[config.mk]
export PLATFORM = sky130hd
export DESIGN_NAME = shift_seq_arb
export DESIGN_NICKNAME = d
export VERILOG_FILES = /design/src/rtl/shift_seq_arb.sv
export SDC_FILE = /design/constraint.sdc
export NUM_CORES = 1
export LEC_CHECK = 0
export ABC_AREA = 1
export BUFFER_PORTS_ARGS = -buffer_cell sky130_fd_sc_hd__buf_2
export CORE_AREA = 2 2 54 51
export CTS_CLUSTER_DIAMETER = 120
export DETAILED_ROUTE_END_ITERATION = 8
export DIE_AREA = 0 0 56 53
export PLACE_DENSITY = 0.68
export SYNTH_ARGS = -nofsm -noshare
export SYNTH_HDL_FRONTEND = slang
export SYNTH_SLANG_ARGS = --single-unit
[constraint.sdc]
create_clock -name Clock -period 1.67 [get_ports Clock]
set_input_delay 0.2505 -clock Clock [delete_from_list [all_inputs] [get_ports Clock]]
set_output_delay 0.2505 -clock Clock [all_outputs]
set_load 0.05 [all_outputs]
[src/rtl/shift_seq_arb.sv]
// shift_seq_arb: two-requester round-robin arbiter feeding an LSB-first
// serialiser. The winner's word is latched in IDLE, shifted out over WIDTH
// cycles, optionally followed by an even-parity bit, then a one-cycle done
// pulse. The optional parity phase is enabled with macro SHIFT_PARITY_EN.
module shift_seq_arb #(
    parameter int unsigned WIDTH = 8
) (
    input  logic             Clock,
    input  logic             Resetn,
    input  logic [1:0]       req,
    input  logic [WIDTH-1:0] data0,
    input  logic [WIDTH-1:0] data1,
    output logic [1:0]       gnt,
    output logic             Q,
    output logic             Q_valid,
    output logic             done,
    output logic             busy
);

    localparam int unsigned      CNT_W    = $clog2(WIDTH) + 1;
    localparam logic [CNT_W-1:0] LAST_BIT = CNT_W'(WIDTH - 1);

`ifdef SHIFT_PARITY_EN
    typedef enum logic [1:0] {
        IDLE   = 2'd0,
        SHIFT  = 2'd1,
        DONE   = 2'd2,
        PARITY = 2'd3
    } state_t;
`else
    typedef enum logic [1:0] {
        IDLE   = 2'd0,
        SHIFT  = 2'd1,
        DONE   = 2'd2
    } state_t;
`endif

    state_t           state;
    logic [WIDTH-1:0] shreg;
    logic [CNT_W-1:0] cnt;
    logic             last_served;
`ifdef SHIFT_PARITY_EN
    logic             par_bit;
`endif

    logic             pick_c;
    logic [WIDTH-1:0] win_data_c;

    // Round-robin pick: a sole requester wins, on contention the one not served last
    always_comb begin
        pick_c = req[1];
        if (req == 2'b11) begin
            pick_c = ~last_served;
        end
        win_data_c = pick_c ? data1 : data0;
    end

    // Sequencer: Q always mirrors shreg[0] while shifting, all outputs registered
    always_ff @(posedge Clock or negedge Resetn) begin
        if (!Resetn) begin
            state       <= IDLE;
            gnt         <= 2'b00;
            Q           <= 1'b0;
            Q_valid     <= 1'b0;
            done        <= 1'b0;
            busy        <= 1'b0;
            shreg       <= '0;
            cnt         <= '0;
            last_served <= 1'b1;
`ifdef SHIFT_PARITY_EN
            par_bit     <= 1'b0;
`endif
        end else begin
            case (state)
                IDLE: begin
                    if (req != 2'b00) begin
                        state   <= SHIFT;
                        shreg   <= win_data_c;
                        cnt     <= '0;
                        gnt     <= pick_c ? 2'b10 : 2'b01;
                        Q       <= win_data_c[0];
                        Q_valid <= 1'b1;
                        busy    <= 1'b1;
`ifdef SHIFT_PARITY_EN
                        par_bit <= ^win_data_c;
`endif
                    end
                end
                SHIFT: begin
                    shreg <= shreg >> 1;
                    cnt   <= cnt + CNT_W'(1);
                    if (cnt == LAST_BIT) begin
`ifdef SHIFT_PARITY_EN
                        state   <= PARITY;
                        Q       <= par_bit;
                        Q_valid <= 1'b1;
`else
                        state   <= DONE;
                        Q       <= 1'b0;
                        Q_valid <= 1'b0;
                        done    <= 1'b1;
`endif
                    end else begin
                        Q <= shreg[1];
                    end
                end
`ifdef SHIFT_PARITY_EN
                PARITY: begin
                    state   <= DONE;
                    Q       <= 1'b0;
                    Q_valid <= 1'b0;
                    done    <= 1'b1;
                end
`endif
                DONE: begin
                    state       <= IDLE;
                    done        <= 1'b0;
                    gnt         <= 2'b00;
                    busy        <= 1'b0;
                    last_served <= gnt[1];
                end
                default: begin
                    state   <= IDLE;
                    gnt     <= 2'b00;
                    Q       <= 1'b0;
                    Q_valid <= 1'b0;
                    done    <= 1'b0;
                    busy    <= 1'b0;
                end
            endcase
        end
    end

endmodule

Yosys cells after proc, flatten, opt, wreduce, memory -nomap -nowiden
Cells that the tools add are included.
{ "classes": {"addsub": 1, "n_mul": 0, "n_div": 0, "n_lt_le_gt_ge": 0, "n_eq_ne": 6, "shift": 0, "muxes": 21, "bitwise": 4, "reduce_logical": 9} }
{ "op_table": {"columns": ["op", "count"], "rows": [
  ["two-way mux 8 bit", 2],
  ["case mux 8 bit (2 select lines)", 1],
  ["AND reduction 2 bit", 5],
  ["two-way mux 2 bit", 4],
  ["case mux 2 bit (2 select lines)", 2],
  ["case mux 4 bit (2 select lines)", 1],
  ["two-way mux 1 bit", 6],
  ["case mux 1 bit (3 select lines)", 2],
  ["adder 4 x 1 -> 4 bit, second input constant", 1],
  ["equality test 2 bit, second input constant", 2],
  ["equality test 4 x 3 -> 1 bit, second input constant", 1],
  ["two-way mux 4 bit", 1],
  ["inequality test 2 bit, second input constant", 2],
  ["NOT 1 bit", 4],
  ["case mux 1 bit (2 select lines)", 2],
  ["nonzero test 2 bit", 2],
  ["AND reduction 3 bit", 1],
  ["equality test 2 x 1 -> 1 bit, second input constant", 1],
  ["logical NOT 2 bit", 1]
]} }
{ "totals": {"register_bits": 21, "latch_bits": 0, "mem_bits_rw": 0, "mem_bits_ro": 0, "in_bits": 20, "out_inout_bits": 6, "elab_cells": 50, "memories": 0} }

Longest topological paths before layout
{ "depth": {"depth_word": 5, "mapped_depth": 7, "ltp_nobuf": 7} }

Worst setup path before layout
Ideal clock, no wire load.
{ "synth_path": {"path_type": "reg2reg", "from": "register last_served", "to": "register shreg[1]", "setup_time_ns": 0.116, "t_arrival_ns": 1.112, "required_time_ns": 1.554, "setup_slack_ns": 0.442, "stages_incl_launch_ff": 8, "period_less_slack_ns": 1.228, "cell_sequence": "dfstp_2 nand2_1 nand2_1 inv_1 nand2_1 nand3_2 nand2_1 nand2_1"} }
{ "synth_via": {"elab_chain_len": 5} }
{ "synth_rtl": {"columns": ["item", "line_no", "source"], "rows": [
  ["start: declaration", "41", "logic last_served;"],
  ["start signal: assignment", "120", "last_served <= gnt[1];"],
  ["NOT 1 bit", "53", "pick_c = ~last_served;"],
  ["two-way mux 1 bit", "52", "if (req == 2'b11) begin"],
  ["two-way mux 8 bit", "55", "win_data_c = pick_c ? data1 : data0;"],
  ["two-way mux 8 bit", "76", "if (req != 2'b00) begin"],
  ["case mux 8 bit (2 select lines)", "74", "case (state)"],
  ["end signal: assignment", "78", "shreg <= win_data_c;"],
  ["end signal: assignment", "90", "shreg <= shreg >> 1;"],
  ["end: declaration", "39", "logic [WIDTH-1:0] shreg;"]
]} }
No other way between the ends. The select of a mux whose other input is x is not followed.
A chain may end at the register's enable or synchronous reset.

Worst setup path after layout
{ "layout_path": {"from": "register state[1]", "to": "register gnt[0]"} }
{ "layout_via": {"elab_chain_len": 3, "word_cells_on_any_way": 6, "cone_classes": "eq/ne: 2; mux: 1; bitwise: 1; reduce/logical: 2"} }
{ "layout_rtl": {"columns": ["item", "line_no", "source"], "rows": [
  ["start: declaration", "38", "state_t state;"],
  ["start signal: assignment", "61", "state <= IDLE;"],
  ["start signal: assignment", "77", "state <= SHIFT;"],
  ["start signal: assignment", "98", "state <= DONE;"],
  ["logical NOT 2 bit / equality test 2 x 1 -> 1 bit (equally long branches)", "74", null],
  ["inequality test 2 bit (no source line) / NOT 1 bit (equally long branches)", null, null],
  ["AND reduction 2 bit (no source line)", null, null],
  ["end signal: assignment", "80", "gnt <= pick_c ? 2'b10 : 2'b01;"],
  ["end: declaration", "13", "output logic [1:0] gnt,"]
]} }
Parallel ways exist; a longest one is shown, timed or not.

==> run metrics <==
Largest stage delay, worst path=0.48 ns; routed len/inst=between 10 and 15 um; IO Pins=26; endpoint type of the worst setup path=flop; Final Hold Viols=0; layout cells sized above 1=0.289; HP Class=in2reg; Critical Path, Cell by Cell=nor2_4, inv_2, nand2_1, nand2_1, o21ai_0; post-synth top area share=0.453; Clk Latency, worst-skew pair=slightly above 0.3 ns; sequential share of the synthesized area=0.478; die area=approximately 3000 sq um; status=complete, no violations; Worst Path Buf+Inv=1; RSZ-0062 raised after global routing=false; synthesized instance count=130; dpl ws=slightly below 0.4 ns; Filler cells=approximately 230; final setup TNS=0 ns; CTS tree=built; ant diodes=0; leading cell type in the layout, fill and taps excluded=nand2_1; Critical Path Start Type=flop; vias per inst=4.86; stages on the worst setup path=5; Num Clock Sinks=20; Iteration-0 DRC Markers=29; ranking of synthesized cells by area=dfrtp_1 45%, nand2_1 23%, nand3_2 5.7%, nand3_1 4.3%, dfstp_2 2.5%; worst slew pin tran=around 0.43 ns; Crit path max-delay family=flip-flops; port bufs=25; max frequency=around 0.8 GHz; antenna-violating nets left=0; power per cell area=between 1500 and 2000 nW/um^2; crit-path max FO=11; Max Slew Vio Count=0; Die Y=~53 um; area grow syn2layout=18.2%; initial antenna violation count=0; fin nets=~180; Mean Syn Cell Area=slightly above 8 sq um; Post-CTS Setup Bufs=0; syn nets=~150; CTS Buf Count=3; hold depth=3; Clock transition at path regs=0.12 ns; Synthesis Warnings=0; Yosys top cell by area=dfrtp_1; first-pass GRT wire length=3.68 mm; Max Root-Sink Buffers=2; largest net degree at the start of global routing=21; FF+latch count, synth=20; Worst VDD drop=926 uV; Setup CP Type=reg2reg; total congestion overflow=0; initial core utilization=0.441; worst r2r path cells=5; setup violators final=0; CTS H-tree depth=1; static leakage=0.682 nW; vias post-DR=just over 900; CTS Root Cell=clkbuf_4; area taken by multi-input logic gates=roughly 500 sq um; HPWL Detailed=roughly 1.6 mm; Total Wirelength=around 2.1 mm; fin crit period=roughly 1.3 ns; post-cts sizing count=0; synthesized cell area=approximately 1000 sq um; core region area=approximately 2400 sq um; # DRC=0; Worst slew margin=0.713; Seq. cell area=502 sq um; GPL Wtd Cong=slightly below 0.8; Die X-Extent=between 50 and 60 um; GR Util All Layers=0.161; Crit-path slowest cell=dfrtp_1; Yosys cell types=20; Layout Skew=0.00727 ns; most frequent cells in the layout=63 x nand2_1, 25 x buf_2, 19 x dfrtp_1, 9 x nand3_1; max-cap violation count=0; vias in the first global route=853; std cell rows=17; Arrival @ worst endpoint=around 1.5 ns; most frequent cell on the critical path=nand2_1; drt pass-1 iters=4; number of buffers inserted by hold repair at cts=1; final period utilization=0.764; data required time of the worst path=1.89 ns; post-layout worst setup margin=just under 0.4 ns
[stage by stage]
stage	hold WS, ns	area (sq um)	std cells	utilization	power [mW]
floorplan	-0.0451	1050	130	-	1.71
CTS	0.190	1240	187	0.521	2.22
global route	0.186	1240	187	0.521	2.38
finish	0.206	1240	187	0.521	2.19
detailed placement	0.218	1190	182	0.502	1.93
global placement	0.214	1190	182	0.502	1.91
[worst reg2reg max path, delay by kind of cell (launching register included)]
kind,cells,cell delay (ns)
AO/OA/AOI/OAI,1,0.08
buffers and inverters,1,0.18
AND/OR/NAND/NOR,3,0.45
flip-flops,1,0.48
[area by class of cell]
cell class	count	area share
Sequential cell	20	0.404
Timing Repair Buffer	27	0.115
Clock buffer	4	0.0292
Inverter	8	0.0242
Tap cell	28	0.0282
Multi-Input combinational cell	100	0.399
[cells in the mapped netlist]
master   count
xor2_1       1
nand2_4      2
o21ai_0      3
dfstp_2      1
dfrtp_1     19
nand2_1     63
inv_2        2
a22o_1       1
nor2_4       2
mux2_2       1
nor2_1       5
nand2_2      1
buf_6        2
nand3_1      9
inv_1        6
o21ai_1      3
ha_1         1
nand4_1      1
nand3_2      6
or2_2        1
[layer usage]
| metal | global-route usage | wire [um] | vias up |
|---|---|---|---|
| li1 | - | - | 468 |
| met1 | 0.212 | 1030 | 408 |
| met2 | 0.267 | 948 | 30 |
| met3 | 0.0367 | 135 | 2 |
| met4 | 0.0516 | 24 | 0 |
| met5 | 0 | 0 | - |
[cell families after synthesis]
kind of cell,synth area share
xor gates and xnor gates,0.00834
muxes,0.0107
DFF,0.478
adders and majority gates,0.0119
buffers and inverters,0.0501
and+or+nand+nor,0.404
AOI/OAI and AO/OA,0.0369
[sequential cells by signal (all words and copies together) (netlist names)]
register / count
Q: 1
Q_valid: 1
busy: 1
cnt: 4
done: 1
gnt: 2
last_served: 1
shreg: 7
state: 2
[worst paths after layout]
check                         start     endpoint  slack (ns)
setup / recovery           state[1]       gnt[0]        0.39
hold / removal             data1[7]     shreg[7]        0.21
setup reg to reg           state[1]       gnt[0]        0.39
hold reg to reg             Q_valid      Q_valid        0.49
max in group asynchronous    Resetn  last_served        0.92
min in group asynchronous    Resetn         done        0.41
[report_power, final]
part / internal, mW / total [mW] / switching [mW]
registers: 0.699 / 0.834 / 0.135
clock network: 0.133 / 0.287 / 0.154
logic: 0.342 / 1.07 / 0.727
total: 1.17 / 2.19 / 1.01
No activity file was read; power rests on OpenSTA's default activity.
